`src/rtl/hilo_unit.sv`:
```
// HI/LO register unit: holds the {HI,LO} pair, merges mul/div results and stalls hazards.
// Optional macro HILO_BYPASS_EN forwards the value being committed straight onto hi_out/lo_out.
module hilo_unit #(
    parameter int DATA_W = 32
) (
    input  logic                  clk,
    input  logic                  reset,
    input  logic                  op_start,
    input  logic [1:0]            op_mode,
    input  logic                  res_valid,
    input  logic [2*DATA_W-1:0]   res_data,
    input  logic                  mthi_we,
    input  logic                  mtlo_we,
    input  logic [DATA_W-1:0]     mt_data,
    input  logic                  rd_req,
    input  logic                  flush,
    output logic [DATA_W-1:0]     hi_out,
    output logic [DATA_W-1:0]     lo_out,
    output logic                  busy,
    output logic                  stall,
    output logic                  err
);

    typedef enum logic [1:0] {
        IDLE = 2'b00,
        BUSY = 2'b01,
        ACC  = 2'b10
    } state_t;

    state_t                state;
    state_t                state_nx;
    logic [DATA_W-1:0]     hi_q;
    logic [DATA_W-1:0]     lo_q;
    logic [2*DATA_W-1:0]   acc_buf;
    logic [1:0]            mode_q;
    logic                  err_q;
    logic                  is_acc;
    logic                  ovw_commit;
    logic                  acc_capture;
    logic                  stall_raw;
    logic [2*DATA_W-1:0]   pair_q;
    logic [2*DATA_W-1:0]   acc_result;

    // Mode 11 is reserved and behaves like a plain overwrite.
    assign is_acc      = (mode_q == 2'b01) || (mode_q == 2'b10);
    assign ovw_commit  = (state == BUSY) && res_valid && !flush && !is_acc;
    assign acc_capture = (state == BUSY) && res_valid && !flush && is_acc;
    assign pair_q      = {hi_q, lo_q};
    assign acc_result  = (mode_q == 2'b10) ? (pair_q - acc_buf) : (pair_q + acc_buf);
    assign stall_raw   = (rd_req | mthi_we | mtlo_we) & (state != IDLE);
    assign busy        = (state != IDLE);
    assign err         = err_q;

    always_ff @(posedge clk or negedge reset) begin
        if (!reset) begin
            state <= IDLE;
        end else begin
            state <= state_nx;
        end
    end

    always_comb begin
        state_nx = state;
        case (state)
            IDLE:    if (op_start) state_nx = BUSY;
            BUSY: begin
                if (flush)              state_nx = IDLE;
                else if (res_valid)     state_nx = is_acc ? ACC : IDLE;
            end
            ACC:     state_nx = IDLE;
            default: state_nx = IDLE;
        endcase
    end

    // MT writes only land in IDLE; anywhere else they are stalled and re-presented.
    always_ff @(posedge clk or negedge reset) begin
        if (!reset) begin
            hi_q    <= '0;
            lo_q    <= '0;
            acc_buf <= '0;
            mode_q  <= 2'b00;
            err_q   <= 1'b0;
        end else begin
            case (state)
                IDLE: begin
                    if (mthi_we)   hi_q   <= mt_data;
                    if (mtlo_we)   lo_q   <= mt_data;
                    if (op_start)  mode_q <= op_mode;
                    if (res_valid) err_q  <= 1'b1;
                end
                BUSY: begin
                    if (op_start)         err_q        <= 1'b1;
                    if (ovw_commit)       {hi_q, lo_q} <= res_data;
                    else if (acc_capture) acc_buf      <= res_data;
                end
                ACC: begin
                    {hi_q, lo_q} <= acc_result;
                    if (op_start) err_q <= 1'b1;
                end
                default: ;
            endcase
        end
    end

`ifdef HILO_BYPASS_EN
    // Forward the value that commits at the next edge; the ACC write is not forwarded.
    always_comb begin
        hi_out = hi_q;
        lo_out = lo_q;
        if (reset) begin
            if (state == IDLE) begin
                if (mthi_we) hi_out = mt_data;
                if (mtlo_we) lo_out = mt_data;
            end else if (ovw_commit) begin
                {hi_out, lo_out} = res_data;
            end
        end
    end

    assign stall = stall_raw & ~ovw_commit;
`else
    assign hi_out = hi_q;
    assign lo_out = lo_q;
    assign stall  = stall_raw;
`endif

endmodule

```
`config.mk`:
```
export PLATFORM = sky130hd
export DESIGN_NAME = hilo_unit
export DESIGN_NICKNAME = d
export VERILOG_FILES = /design/src/rtl/hilo_unit.sv
export SDC_FILE = /design/constraint.sdc
export NUM_CORES = 1
export LEC_CHECK = 0
export BUFFER_PORTS_ARGS = -buffer_cell sky130_fd_sc_hd__buf_2
export CAP_MARGIN = 20
export CORE_ASPECT_RATIO = 1.2
export CORE_MARGIN = 4
export CORE_UTILIZATION = 35
export CTS_BUF_LIST = sky130_fd_sc_hd__clkbuf_4 sky130_fd_sc_hd__clkbuf_8
export DETAILED_ROUTE_END_ITERATION = 10
export GPL_ROUTABILITY_DRIVEN = 1
export PLACE_DENSITY = 0.64
export RECOVER_POWER = 100
export SKIP_LAST_GASP = 1
export SYNTH_ARGS = -nofsm -noshare
export SYNTH_HDL_FRONTEND = slang
export SYNTH_SLANG_ARGS = --single-unit
```
`constraint.sdc`:
```
create_clock -name clk -period 7.3 [get_ports clk]
set_input_delay 0.73 -clock clk [delete_from_list [all_inputs] [get_ports clk]]
set_output_delay 0.73 -clock clk [all_outputs]
set_load 0.02 [all_outputs]
```
==> impl_metrics.yaml <==
global_route:
  track_usage_pct: 24.10
  grt-ovfl-total: 0
  grt_antenna_before_repair: 2
  grt_max_degree: 87
  grt_pass1_vias: 10780
  grt_pass1_wl_um: 63920
sta:
  slew_headroom_pct: -215.3
  setup_viol: 0
  clock-skew-final_ns: 0.01490
  fin_setup_tns_ns: 0
  fmax_mhz: 164.4
  rsz0062_at_grt: "false"
  worst_pin_slew_ns: 4.730
  post-route-min-period_ns: 6.082
  whs_ns: 0.4782
  finalHoldViolCount: 0
  drv_slew: 258
  period_share_pct: 83.32
logic_synthesis:
  synth_edf_count: 0
  synth_area_leader_cell: "dfrtp_1"
  synth.area.top_cells: "dfrtp_1 30%, ha_1 7.8%, xnor2_1 7.5%, mux2_2 5.6%, a21oi_1 5.4%"
  ys_seq_area_share_pct: 30.11
  syn_nets: 1494
  synthMostInstantiatedCell: "dfrtp_1"
  yosysWarningCount: 0
  synth_commonest_cells: "133 x dfrtp_1, 130 x nor2_1, 120 x a21oi_1"
  synth_cell_types: 70
  synth_seq_cells: 133
  synth_ff_type: "dfrtp_1"
  netlist_instances: 1318
  syn_area_mm2: 0.01105
  async_flop_share_pct: 100.0
  synth.avg_cell_area_um2: 8.387
  synth_top_area_share_pct: 30.11
clock_network:
  hold_buffers: 0
  cts_made_buffers: 17
  cts_tree: "built"
  clkTransAtPathRegs_ns: 0.09
  cts.sinks: 133
  cts-htree-levels: 4
  post_cts_buffers: 0
  clk_latency_ns: 0.49
  clockRootBuffer: "clkbuf_8"
  ctsResizeCount: 0
  clockBufferDepth: 2
worst_setup_path:
  cp-start-kind: "flip-flop"
  required_ns: 7.71
  cp.arrival_ns: 6.49
  critPathMaxFanout: 7
  endpoint_kind: "flip-flop"
  path_class: "flip-flop to flip-flop"
routing:
  dr.first_iter.drc_count: 1009
  maxUsedRoutingLayer: "met5"
  dr_wl_met2_um: 19940
  drc_errors: 0
  wl_met3_um: 2752
  wl_met1_um: 17150
  detail-route-antenna-nets: 0
  dr.pass1.iters: 6
  num_vias: 10940
  wire_per_inst_um: 22.82
  vias_per_cell: 5.895
  wl_um: 42360
cells_and_area:
  drive_gt1_share_pct: 14.37
  nNetsFinal: 1618
  fillCellCount: 3277
  multi_input_area_mm2: 0.007279
  regArea_mm2: 0.003328
  syn2layout_area_growth_pct: 13.58
hold_path:
  hp-class: "input port to flip-flop"
die:
  num_rows: 71
  die_w_um: 170.2
  dieArea_mm2: 0.03450
  io_pins: 173
  core_mm2: 0.03127
  initial_core_util_pct: 35.35
  die_h_um: 202.7
placement:
  port_buffers: 172
  dp_hpwl_um: 33450
  gp_congestion: 0.9710
run_status:
  violations: "max-capacitance violations, max-slew violations"
  outcome: "finished with violations"
flow_run:
  cap_violations: 4
[routing by layer]
metal	up-vias	global-route usage, %
li1	5126	-
met1	5276	30.22
met2	438	39.26
met3	100	4.012
met4	2	13.35
met5	-	0
[path summary, 6_finish.rpt]
check | start | endpoint | slack, ns | cells after the start
hold reg to reg | err$_DFFE_PN0P_ | err$_DFFE_PN0P_ | 0.49 | 1
min in group asynchronous | reset | acc_buf[33]$_DFFE_PN0P_ | 1.89 | 1
setup reg to reg | acc_buf[4]$_DFFE_PN0P_ | hi_out[20]$_DFFE_PN0P_ | 1.22 | 18
setup / recovery | acc_buf[4]$_DFFE_PN0P_ | hi_out[20]$_DFFE_PN0P_ | 1.22 | 18
hold / removal | res_data[62] | acc_buf[62]$_DFFE_PN0P_ | 0.48 | 3
max in group asynchronous | reset | acc_buf[48]$_DFFE_PN0P_ | 2.35 | 2
[area by class of cell]
type	instances	share of cell area (%)
antenna	1	0.01993
multi-input combinational	1074	57.98
inverter	33	0.9865
sequential	133	26.51
timing repair buffer	183	6.736
clock inverter	11	1.584
tap	401	3.996
clock buffer	20	2.192
[registers in the layout, indices dropped and copies added (netlist names)]
name and cells:
state 2, lo_out 32, hi_out 32, mode_q 2, acc_buf 64, err 1
[layout by cell type (no fill, tap or decap), types with 5 or more instances in the layout]
| cell type | netlist | routed |
|---|---|---|
| a211oi_1 | 15 | 16 |
| a21o_1 | 40 | 40 |
| a21oi_1 | 120 | 121 |
| a221o_1 | 10 | 10 |
| a221oi_1 | 50 | 51 |
| a31oi_1 | 20 | 20 |
| and2_1 | 9 | 7 |
| and3_1 | 16 | 16 |
| buf_2 | 1 | 104 |
| buf_4 | 0 | 7 |
| bufinv_16 | 0 | 5 |
| clkbuf_1 | 72 | 70 |
| clkbuf_8 | 0 | 20 |
| dfrtp_1 | 133 | 133 |
| ha_1 | 69 | 67 |
| inv_1 | 32 | 32 |
| mux2_2 | 55 | 55 |
| nand2_1 | 114 | 114 |
| nand2b_1 | 6 | 6 |
| nand3_1 | 18 | 18 |
| nand4_1 | 18 | 18 |
| nor2_1 | 130 | 130 |
| nor2b_1 | 9 | 9 |
| nor3_1 | 26 | 26 |
| nor3b_1 | 6 | 6 |
| nor4_1 | 12 | 12 |
| o211ai_1 | 5 | 5 |
| o21a_1 | 8 | 8 |
| o21ai_0 | 84 | 85 |
| o21bai_1 | 13 | 13 |
| o22ai_1 | 11 | 11 |
| o31ai_1 | 34 | 35 |
| or3_1 | 5 | 5 |
| xnor2_1 | 95 | 95 |
| xor2_1 | 27 | 27 |
[worst max-delay path, stage by stage, from the launching register on]
cell and delay, ns:
dfrtp_1 0.42, or3_1 0.39, or3_1 0.33, nor2b_1 0.53, nand3_1 0.49, nor2_1 0.27
nor2_1 0.08, xnor2_1 0.17, ha_1 0.38, and3_1 0.25, and3_1 0.19, o21ai_0 0.09
nand4_1 0.11, a21oi_1 0.49, a31o_4 0.27, o21ai_0 0.20, a221oi_1 0.89, xor2_1 0.17
a211oi_1 0.26
[kinds of logic (layout without fill, tap and decap cells)]
logic type	count (synthesis)	after routing	share of synthesized area [%]
other	0	1	0
muxes	56	56	5.693
buffers and inverters	111	247	3.780
DFF	133	133	30.11
AOI/OAI and AO/OA	446	446	26.94
and+or+nand+nor	380	380	15.82
adders and majority gates	70	70	7.991
xor gates and xnor gates	122	122	9.666
[through the flow]
stage               cell area (µm²)  instances  utilization (%)  setup WS (ns)
floorplan                     11050       1318                -          2.891
global placement              12250       1824            39.17          1.944
detailed placement            12250       1824            39.17          1.838
CTS                           12720       1855            40.69          1.807
global route                  12560       1856            40.15         0.8698
finish                        12560       1856            40.15          1.218
Power is not shown: default switching activity piles up to over one toggle a cycle in this logic, so the estimate is an artifact.
